**config.mk**
```make
export PLATFORM = sky130hd
export DESIGN_NAME = dna2_ascii_unpacker
export DESIGN_NICKNAME = d
export VERILOG_FILES = /design/src/rtl/dna2_ascii_unpacker.sv
export SDC_FILE = /design/constraint.sdc
export NUM_CORES = 1
export LEC_CHECK = 0
export BUFFER_PORTS_ARGS = -buffer_cell sky130_fd_sc_hd__clkbuf_2
export CAP_MARGIN = 20
export CORE_MARGIN = 3
export CORE_UTILIZATION = 53
export CTS_BUF_LIST = sky130_fd_sc_hd__clkbuf_2 sky130_fd_sc_hd__clkbuf_4 sky130_fd_sc_hd__clkbuf_8
export DETAILED_ROUTE_END_ITERATION = 12
export GPL_ROUTABILITY_DRIVEN = 0
export PLACE_DENSITY = 0.81
export REMOVE_ABC_BUFFERS = 1
export SYNTH_ARGS = -nofsm -noshare
export SYNTH_HDL_FRONTEND = slang
export SYNTH_SLANG_ARGS = --single-unit
```
**constraint.sdc**
```tcl
create_clock -name clk -period 1.8 [get_ports clk]
set_input_delay 0.18 -clock clk [delete_from_list [all_inputs] [get_ports clk]]
set_output_delay 0.18 -clock clk [all_outputs]
set_load 0.005 [all_outputs]
```
**src/rtl/dna2_ascii_unpacker.sv**
```systemverilog
// Streaming unpacker: packed 2-bit nucleotide words in, one ASCII base per cycle out.
// Define FASTA_NEWLINE_EN to wrap output into LINE_LEN-base lines terminated by 0x0A.
//
// Handshakes: a transfer happens on a rising edge where valid && ready are both high.
// A producer holds its payload stable while valid is high and ready is low. out_valid
// never depends on out_ready. in_ready depends combinationally on out_ready only when
// the last base of the current word is being consumed, which lets the next word load
// in the same cycle.
module dna2_ascii_unpacker #(
  parameter int BASES_PER_WORD = 8,
  parameter int LINE_LEN       = 60
) (
  input  logic                                 clk,
  input  logic                                 rst,
  input  logic [2*BASES_PER_WORD-1:0]          in_word,
  input  logic [$clog2(BASES_PER_WORD):0]      in_nbases,
  input  logic                                 in_last,
  input  logic                                 in_valid,
  output logic                                 in_ready,
  output logic [7:0]                           out_char,
  output logic                                 out_valid,
  input  logic                                 out_ready,
  output logic                                 out_last,
  output logic                                 busy
);

  localparam int WW = 2 * BASES_PER_WORD;
  localparam int CW = $clog2(BASES_PER_WORD) + 1;

  if (BASES_PER_WORD < 2 || LINE_LEN < 1) begin : g_param_check
    $error("dna2_ascii_unpacker: BASES_PER_WORD must be >= 2 and LINE_LEN >= 1");
  end

`ifdef FASTA_NEWLINE_EN
  typedef enum logic [1:0] {S_IDLE, S_EMIT, S_NL} state_t;
  localparam int COLW = (LINE_LEN > 1) ? $clog2(LINE_LEN) : 1;
  localparam logic [COLW-1:0] LAST_COL = COLW'(LINE_LEN - 1);
  logic [COLW-1:0] col_q, col_d;
  logic            nl_after;
`else
  typedef enum logic [1:0] {S_IDLE, S_EMIT} state_t;
`endif

  state_t          state_q, state_d;
  logic [WW-1:0]   sr_q, sr_d;
  logic [CW-1:0]   rem_q, rem_d;
  logic            last_q, last_d;
  logic            word_end;
  logic            new_word;

  function automatic logic [7:0] base_to_ascii(input logic [1:0] b);
    case (b)
      2'b00:   return 8'h41;
      2'b01:   return 8'h43;
      2'b10:   return 8'h54;
      default: return 8'h47;
    endcase
  endfunction

  assign word_end = (state_q == S_EMIT) && out_ready && (rem_q == CW'(1));
  assign new_word = in_valid && (in_nbases != '0);

`ifdef FASTA_NEWLINE_EN
  // A newline follows this base when it fills the line or closes the packet.
  assign nl_after = (col_q == LAST_COL) || last_q;
  assign in_ready = (state_q == S_IDLE) || (word_end && !nl_after);
`else
  assign in_ready = (state_q == S_IDLE) || word_end;
`endif

  always_comb begin
    state_d = state_q;
    sr_d    = sr_q;
    rem_d   = rem_q;
    last_d  = last_q;
`ifdef FASTA_NEWLINE_EN
    col_d   = col_q;
`endif
    case (state_q)
      S_IDLE: begin
        if (new_word) begin
          sr_d    = in_word;
          rem_d   = in_nbases;
          last_d  = in_last;
          state_d = S_EMIT;
        end
      end
      S_EMIT: begin
        if (out_ready) begin
          sr_d  = sr_q >> 2;
          rem_d = rem_q - CW'(1);
`ifdef FASTA_NEWLINE_EN
          if ((col_q == LAST_COL) || (last_q && rem_q == CW'(1))) begin
            col_d   = '0;
            state_d = S_NL;
          end else begin
            col_d = col_q + COLW'(1);
            if (rem_q == CW'(1)) begin
              if (new_word) begin
                sr_d   = in_word;
                rem_d  = in_nbases;
                last_d = in_last;
              end else begin
                state_d = S_IDLE;
              end
            end
          end
`else
          if (rem_q == CW'(1)) begin
            if (new_word) begin
              sr_d   = in_word;
              rem_d  = in_nbases;
              last_d = in_last;
            end else begin
              state_d = S_IDLE;
            end
          end
`endif
        end
      end
`ifdef FASTA_NEWLINE_EN
      S_NL: begin
        if (out_ready) begin
          state_d = (rem_q == '0) ? S_IDLE : S_EMIT;
        end
      end
`endif
      default: state_d = S_IDLE;
    endcase
  end

  always_ff @(posedge clk or posedge rst) begin
    if (rst) begin
      state_q <= S_IDLE;
      sr_q    <= '0;
      rem_q   <= '0;
      last_q  <= 1'b0;
`ifdef FASTA_NEWLINE_EN
      col_q   <= '0;
`endif
    end else begin
      state_q <= state_d;
      sr_q    <= sr_d;
      rem_q   <= rem_d;
      last_q  <= last_d;
`ifdef FASTA_NEWLINE_EN
      col_q   <= col_d;
`endif
    end
  end

  always_comb begin
    out_valid = (state_q != S_IDLE);
    busy      = (state_q != S_IDLE);
    out_char  = 8'h00;
    out_last  = 1'b0;
    if (state_q == S_EMIT) begin
      out_char = base_to_ascii(sr_q[1:0]);
`ifndef FASTA_NEWLINE_EN
      out_last = last_q && (rem_q == CW'(1));
`endif
    end
`ifdef FASTA_NEWLINE_EN
    if (state_q == S_NL) begin
      out_char = 8'h0A;
      out_last = last_q && (rem_q == '0);
    end
`endif
  end

endmodule

```
-- Yosys cells after proc, flatten, opt, wreduce, memory -nomap -nowiden
Cells that the tools add are included.
- add/subtract/negate cells: 1
- multiply operators: 0
- divide/modulo/power cells: 0
- magnitude comparators: 0
- equality and inequality tests: 8
- shifts and indexed selects: 0
- mux-type cells: 22
- bitwise operators: 0
- reductions and logical operators: 13
- operators with widths (cell ; count):
    $mux W16 ; 4
    $pmux W16 S2 ; 1
    $mux W4 ; 4
    $pmux W5 S3 ; 1
    $mux W2 ; 4
    $pmux W4 S2 ; 1
    $mux W7 ; 1
    $ne A2 B2 Y1 const B ; 3
    $reduce_and A3 Y1 ; 2
    $eq A2 B1 Y1 const B ; 2
    $eq A4 B1 Y1 const B ; 1
    $logic_and A1 B1 Y1 ; 4
    $logic_not A2 Y1 ; 2
    $mux W1 ; 4
    $pmux W2 S2 ; 1
    $reduce_and A4 Y1 ; 1
    $reduce_bool A2 Y1 ; 2
    $reduce_bool A4 Y1 ; 1
    $sub A4 B1 Y4 const B ; 1
    $eq A2 B2 Y1 const B ; 1
    $ne A2 B1 Y1 const B ; 1
    $pmux W1 S2 ; 1
    $logic_or A1 B1 Y1 ; 1
- bits in registers: 23
- latch bits: 0
- memory bits (writable): 0
- memory bits (read-only): 0
- input port bits: 25
- output and inout port bits: 12
- word-level logic and storage cells: 48
- memories kept: 0

-- Logic depth before layout (Yosys ltp)
Gate-level depths: netlist of run 1.
- depth in word-level cells: 6
- gate-level depth with buffers: 8
- mapped depth without buffers: 6

-- Worst setup path after synthesis of run 1
Ideal clock, no wire load.
- path type: register to register
- start: reg rem_q[1]
- end: reg rem_q[0]
- library setup time: 127 ps
- data arrival time: 1426 ps
- required time: 1673 ps
- setup slack: 247 ps
- cell stages (with the launch flop): 9
- path buffers: 2
- clock period less this slack: 1553 ps
- cell sequence: dfrtp_1 inv_1 ha_1 nand4bb_1 o21a_2 buf_6 buf_8 o211ai_1 o21ai_1
- cells in the longest elaborated chain, start to end: 4
- ends and longest elaborated chain (item ; RTL line ; source):
    start: declaration ; 46 ; logic [CW-1:0] rem_q, rem_d;
    start signal: assignment ; 144 ; rem_q <= rem_d;
    $eq A4 B1 Y1 ; 109 ; if (rem_q == CW'(1)) begin
    $mux W4 ; 109 ;
    $mux W4 ; 89 ; if (out_ready) begin
    $pmux W4 S2 ; 79 ; case (state_q)
No other way between the ends. The select of a mux whose other input is x is not followed.
A chain may end at the register's enable or synchronous reset.

-- Worst setup path in the final report of run 1
- start: reg rem_q[1]
- end: out out_last
- cells in the longest elaborated chain, start to end: 3
- ends and longest elaborated chain (item ; RTL line ; source):
    $eq A4 B1 Y1 ; 160 ; out_last = last_q && (rem_q == CW'(1));
    $logic_and A1 B1 Y1 ; 160 ;
    $mux W1 ; 157 ; if (state_q == S_EMIT) begin
    end: declaration ; 23 ; output logic out_last,
No other way between the ends.

==> metrics.md, run 1 <==
| Metric | Value |
|---|---|
| Outcome | `complete, no violations` |
| Placed instance area | `1430 µm²` |
| Fin crit share | `93.5%` |
| GR Layer Usage met1 | `22.5%` |
| Mux cell area share after synthesis | `1.17%` |
| Initial drt markers | `15` |
| Power Total | `2.14 mW` |
| Min cycle time layout | `1680 ps` |
| Hold_ws | `68.8 ps` |
| M3 GR Usage | `4.67%` |
| Max VDD drop | `0.882 mV` |
| Reg2Reg Depth | `6` |
| Initial core utilization | `56.9%` |
| Final ANT Viol Nets | `0` |
| CP Class | `register to primary output` |
| Pwr dens | `1420 nW/µm²` |
| Layout area overhead | `17.7%` |
| Largest family of logic cells by synthesized area | `compound AO/OA/AOI/OAI gates` |
| Initial antenna violation count | `0` |
| Final Hold Vio Count | `0` |
| Hold_sp | `in_word[10]` |
| I/O Buffers | `33` |
| Post-synthesis simple-gate area fraction | `14.9%` |
| Final Slew Violations | `0` |
| Layout cells sized above 1 | `41.7%` |
| Die Span X | `55.2 µm` |
| DRC Markers | `0` |
| Req. time, crit path | `1620 ps` |
| Syn avg cell area | `9.65 µm²` |
| Synthesized-area fraction occupied by adder cells | `1.95%` |
| Hold depth | `3` |
| Clk buf depth | `2` |
| Critical Path Fanout Max | `3` |
| First-pass GRT wire length | `4350 µm` |
| Cell Rows | `17` |
| Final HPWL DP | `1860 µm` |
| Number of flops mapped to enable cells by yosys | `0` |
| Vias/cell | `5.28` |
| Netlist Area Pre-Place | `1280 µm²` |
| Top_reg_cell synth | `dfrtp_1` |
| GRT Util Overall | `17.2%` |
| Synth Area in Compound Gates | `29.1%` |
| Die ar. | `3050 µm²` |
| Layout Nets | `196` |
| Async SR Flop Fraction | `100%` |
| Routed len/inst | `12.7 µm` |
| Gr busiest metal | `met2` |
| Min-Delay Path Class | `primary input to register` |
| Flop-to-flop setup slack | `120 ps` |
| Setup violators final | `0` |
| I/O pin cnt | `37` |
| Clock skew | `7.04 ps` |
| #FFs+latches synth | `22` |
| Lkg Pwr | `0.681 nW` |
| Hold EP | `sr_q[10]` |
| Place WS | `138 ps` |
| Yosys warns | `0` |
| Worst EP arrival | `1500 ps` |
| Nature of the critical path endpoint | `primary output` |
| Clock latency on the worst-skew pair | `310 ps` |
| Root Buffer | `clkbuf_4` |
| CTS tree | `yes` |
| WL final | `2490 µm` |
| Via count | `1035` |
| Synth Area in XOR/XNOR | `0%` |
| Met2 Track Usage GR | `28.0%` |
| H-tree levels | `1` |
| Worst R2R Start | `rem_q[1]` |
| Largest net degree at the start of global routing | `23` |
| Vias in the first global route | `985` |
| Yosys cell types | `34` |
| Pre-Repair DR Iteration Count | `5` |
| Core ar. | `2250 µm²` |
| F_max | `594 MHz` |
| Diode count | `0` |
| Type of origin of the critical path | `register` |
| Worst setup margin | `117 ps` |
| Die Y | `55.2 µm` |
| CTS sink count | `22` |
| Max_cap viols | `0` |
| Total gr overflow | `0` |
| Design Area, Final | `1510 µm²` |
| Reg clk slew, reported paths | `120 ps` |
| Num CTS Buffers | `3` |
| # fillers | `186` |
| R2R Path End | `last_q` |
| Seq/Total Area, Yosys | `42.9%` |
| Cells after Synth | `133` |
[flip-flops by register name, summed over array words and instances (netlist names)]
name     cells
state_q      1
rem_q        4
sr_q        16
last_q       1
[critical path, stage by stage (launching register included)]
cell	delay [ps]
dfrtp_1	420
inv_2	80
ha_2	180
nor3b_1	220
and3_1	180
clkbuf_2	110
[per-stage QoR]
stage | setup TNS (ps) | std cells | utilization [%]
detailed placement | 0 | 189 | 63.3
global route | -9.36 | 196 | 67.0
CTS | 0 | 194 | 65.4
finish | 0 | 196 | 67.0
global placement | 0 | 189 | 63.3
floorplan | 0 | 123 | -
[metal layers]
| metal | routed length [µm] | part of all wire (%) |
|---|---|---|
| met2 | 1160 | 46 |
| met1 | 1160 | 46 |
| met4 | 16 | 0.64 |
| met5 | 0 | 0 |
| met3 | 161 | 6.5 |
[synthesized netlist by cell type, types with 2 or more instances]
cell type / count / area, µm²
a32oi_1: 2 / 17.5
buf_6: 3 / 33.8
a22o_1: 2 / 17.5
a21oi_2: 16 / 140
ha_1: 2 / 25.0
nor2_1: 14 / 52.6
inv_1: 6 / 22.5
o21ai_1: 2 / 10.0
buf_2: 3 / 15.0
buf_4: 5 / 37.5
a21oi_1: 12 / 60.1
o21ai_0: 2 / 10.0
nand2_1: 19 / 71.3
o2bb2ai_1: 2 / 17.5
and2_1: 3 / 18.8
dfrtp_1: 22 / 551
[cells in the final DEF (no fill, tap or decap), types with 2 or more instances in the layout]
cell | Yosys | layout
buf_4 | 5 | 6
clkbuf_4 | 0 | 3
conb_1 | 1 | 3
a21oi_2 | 16 | 16
a32oi_1 | 2 | 2
and2_1 | 3 | 3
o21ai_1 | 2 | 2
o21ai_0 | 2 | 2
clkbuf_2 | 0 | 33
nor2_1 | 14 | 14
nand2_1 | 19 | 19
a22o_1 | 2 | 2
dfrtp_1 | 22 | 22
o2bb2ai_1 | 2 | 2
inv_1 | 6 | 5
a21oi_1 | 12 | 12
[layout make-up]
| cell class | instances | area [µm²] | share of cell area [%] |
|---|---|---|---|
| clock buffer | 4 | 36.3 | 2.40 |
| inverter | 6 | 22.5 | 1.49 |
| multi-input combinational | 95 | 632 | 41.8 |
| sequential | 22 | 551 | 36.4 |
| tap | 28 | 35.0 | 2.32 |
| timing repair buffer | 41 | 235 | 15.6 |
[worst max-delay path by stage]
stage	slack [ps]	cells after the start	from	end
2_1_floorplan	50	6	rem_q[1]	rem_q[3]
3_3_place_gp	200	6	rem_q[1]	last_q
3_5_place_dp	140	6	rem_q[1]	last_q
4_1_cts	100	5	rem_q[1]	out_last
5_1_grt	-9	7	rem_q[1]	rem_q[1]
6_report	120	5	rem_q[1]	out_last
[what timing repair did]
item                                    in CTS  in global routing
hold buffers                                 1                  0
endpoints found under the setup margin       0                  9
resized for setup                            0                  6
endpoints found under the hold margin       22                  0
setup buffers                                0                  2
[cell families (layout without fill, tap and decap cells)]
| family | Yosys count | after routing |
|---|---|---|
| simple gates | 42 | 42 |
| flops | 22 | 22 |
| fa+ha+maj | 2 | 2 |
| other cells | 1 | 3 |
| buf+inv | 18 | 51 |
| mux | 1 | 1 |
| compound gates | 47 | 47 |
[power by group]
group          total (mW)  internal, mW  leakage [nW]  switching, mW
Sequential          0.882         0.712         0.253          0.170
Clock               0.270         0.123        0.0210          0.146
Combinational       0.991         0.489         0.407          0.502
No activity file was read; power rests on OpenSTA's default activity.
==> run 2: changes to the inputs <==
CELL_PAD_IN_SITES_DETAIL_PLACEMENT = 0   (was default)
CELL_PAD_IN_SITES_GLOBAL_PLACEMENT = 1   (was default)
CORE_UTILIZATION = 40   (was 53)
PLACE_DENSITY = default   (was 0.81)
PLACE_DENSITY_LB_ADDON = 0.1   (was default)
SKIP_CTS_REPAIR_TIMING = 1   (was default)
==> metrics.md, run 2 (same netlist as run 1, synthesis figures left out) <==
| Metric | Value |
|---|---|
| CTS sink count | `22 (unchanged)` |
| Outcome | `complete, no violations` |
| Pwr dens | `1400 nW/µm² (-1.0%)` |
| Clk buf depth | `2 (unchanged)` |
| Vias/cell | `4.97 (-5.9%)` |
| Via count | `1044 (+0.87%)` |
| Met2 wire length | `1200 µm (+4.2%)` |
| Initial antenna violation count | `0 (unchanged)` |
| Nature of the critical path endpoint | `primary output` |
| First-pass GRT wire length | `4800 µm (+10%)` |
| Flip-flop count of the largest register after layout | `16 (unchanged)` |
| Req. time, crit path | `1620 ps (about the same)` |
| Reg clk slew, reported paths | `130 ps (about the same)` |
| Core ar. | `2900 µm² (+29%)` |
| CP Class | `register to primary output` |
| Largest regs | `sr_q: 16 flops, rem_q: 4 flops` |
| I/O pin cnt | `37 (unchanged)` |
| Clock latency on the worst-skew pair | `310 ps (about the same)` |
| Initial core utilization | `44.3% (-13 points)` |
| GRT Util Overall | `14.9% (-2.3 points)` |
| Lkg Pwr | `0.680 nW (-0.12%)` |
| Final Hold Vio Count | `0 (unchanged)` |
| Final HPWL DP | `2040 µm (+10%)` |
| CTS tree | `yes` |
| Vias in the first global route | `1045 (+6.1%)` |
| Type of origin of the critical path | `register` |
| Metal1 wirelength | `1260 µm (+8.6%)` |
| Final ANT Viol Nets | `0 (unchanged)` |
| Placed Cells | `205 (+8.5%)` |
| DR top layer | `met4` |
| Final Slew Violations | `0 (unchanged)` |
| Die ar. | `3930 µm² (+29%)` |
| Fin crit share | `91.9% (-1.6 points)` |
| Layout area overhead | `17.7% (unchanged)` |
| Die Span X | `62.7 µm (+13%)` |
| CP Buf/Inv Count | `2 (unchanged)` |
| Max VDD drop | `0.724 mV (-18%)` |
| Diode count | `0 (unchanged)` |
| RSZ-0062 raised after global routing | `false` |
| DRC Markers | `0 (unchanged)` |
| Layout cells sized above 1 | `41.1% (-0.60 points)` |
| F_max | `604 MHz (+1.7%)` |
| Critical Path Fanout Max | `3 (unchanged)` |
| WL final | `2670 µm (+7.1%)` |
| H-tree levels | `1 (unchanged)` |
| Clock skew | `7.50 ps (+0.453 ps)` |
| Largest net degree at the start of global routing | `23 (unchanged)` |
| Root Buffer | `clkbuf_4` |
| CP top delay family | `flip-flops` |
| Commonest non-fill, non-tap cells in the layout | `clkbuf_2, dfrtp_1, nand2_1, a21oi_2, nor2_1` |
| Setup violators final | `0 (unchanged)` |
| Met3 wire len | `192 µm (+19%)` |
| Layout Nets | `196 (unchanged)` |
| # fillers | `303 (+63%)` |
| Total gr overflow | `0 (unchanged)` |
| Cell Rows | `19 (+2)` |
| Min cycle time layout | `1650 ps (-28.7 ps)` |
| Biggest register | `sr_q` |
| CP Cell Sequence | `inv_1 > ha_1 > nor3b_2 > and3_1 > clkbuf_2` |
| Initial drt markers | `34 (+19)` |
| Min-Delay Path Class | `primary input to register` |
| Most common cell after layout, fill and taps aside | `clkbuf_2` |
| Slowest-stage cell, CP | `dfrtp_1` |
| Worst EP arrival | `1470 ps (-30 ps)` |
| Crit-path max cell delay | `400 ps (-20 ps)` |
| Fin Setup TNS | `0 ps (unchanged)` |
| Max_cap viols | `0 (unchanged)` |
| Pre-Repair DR Iteration Count | `4 (-1)` |
| Num CTS Buffers | `3 (unchanged)` |
| Routed len/inst | `12.7 µm (about the same)` |
| Die Y | `62.7 µm (+13%)` |
| I/O Buffers | `33 (unchanged)` |
| Finished Layout Cells | `210 (+7.1%)` |
run 2: cell counts in the layout (fill, tap and decap cells not counted):
Identical to the previous run, type by type.
run 2: path summary, 6_finish.rpt:
path	startpoint	endpoint	slack, ps	depth (start not counted)
worst max-delay path	rem_q[1]	out_last	150	5
worst min-delay path	in_word[5]	sr_q[5]	70	3
worst max register to register	rem_q[1]	last_q	150	6
worst min register to register	sr_q[14]	sr_q[14]	530	1
max in group asynchronous	rst	sr_q[4]	1160	4
min in group asynchronous	rst	sr_q[5]	410	4
run 2: area by class of cell:
type	count	area, µm²	share of cell area, %
multi-input combinational	95	622	41.1
sequential	22	551	36.4
timing repair buffer	41	228	15.1
tap	42	52.6	3.48
clock buffer	4	36.3	2.40
inverter	6	22.5	1.49
run 2: through the flow:
step	hold WS (ps)	total power [mW]	utilization, %	area (µm²)	setup slack [ps]
after floorplan	169	1.53	-	1190	47.0
after global placement	213	1.82	50.3	1460	217
after detailed placement	216	1.86	50.3	1460	181
after CTS	-146	2.14	51.6	1500	46.1
after global routing	47.2	2.32	52.1	1510	3.23
final	69.8	2.12	52.1	1510	145
run 2: power by group:
part           switching, mW  leakage (nW)  internal [mW]
logic                  0.495         0.406          0.468
registers              0.165         0.253          0.711
clock network          0.157        0.0210          0.124
run 2: worst min-delay path, stage by stage:
cell and delay (ps):
clkbuf_2 80, nand2_1 60, a21oi_2 40
run 2: layer usage:
layer,GRT usage [%],vias up
met2,23.8,42
met5,0,-
met3,4.86,2
met1,20.0,477
met4,2.48,0
li1,-,523
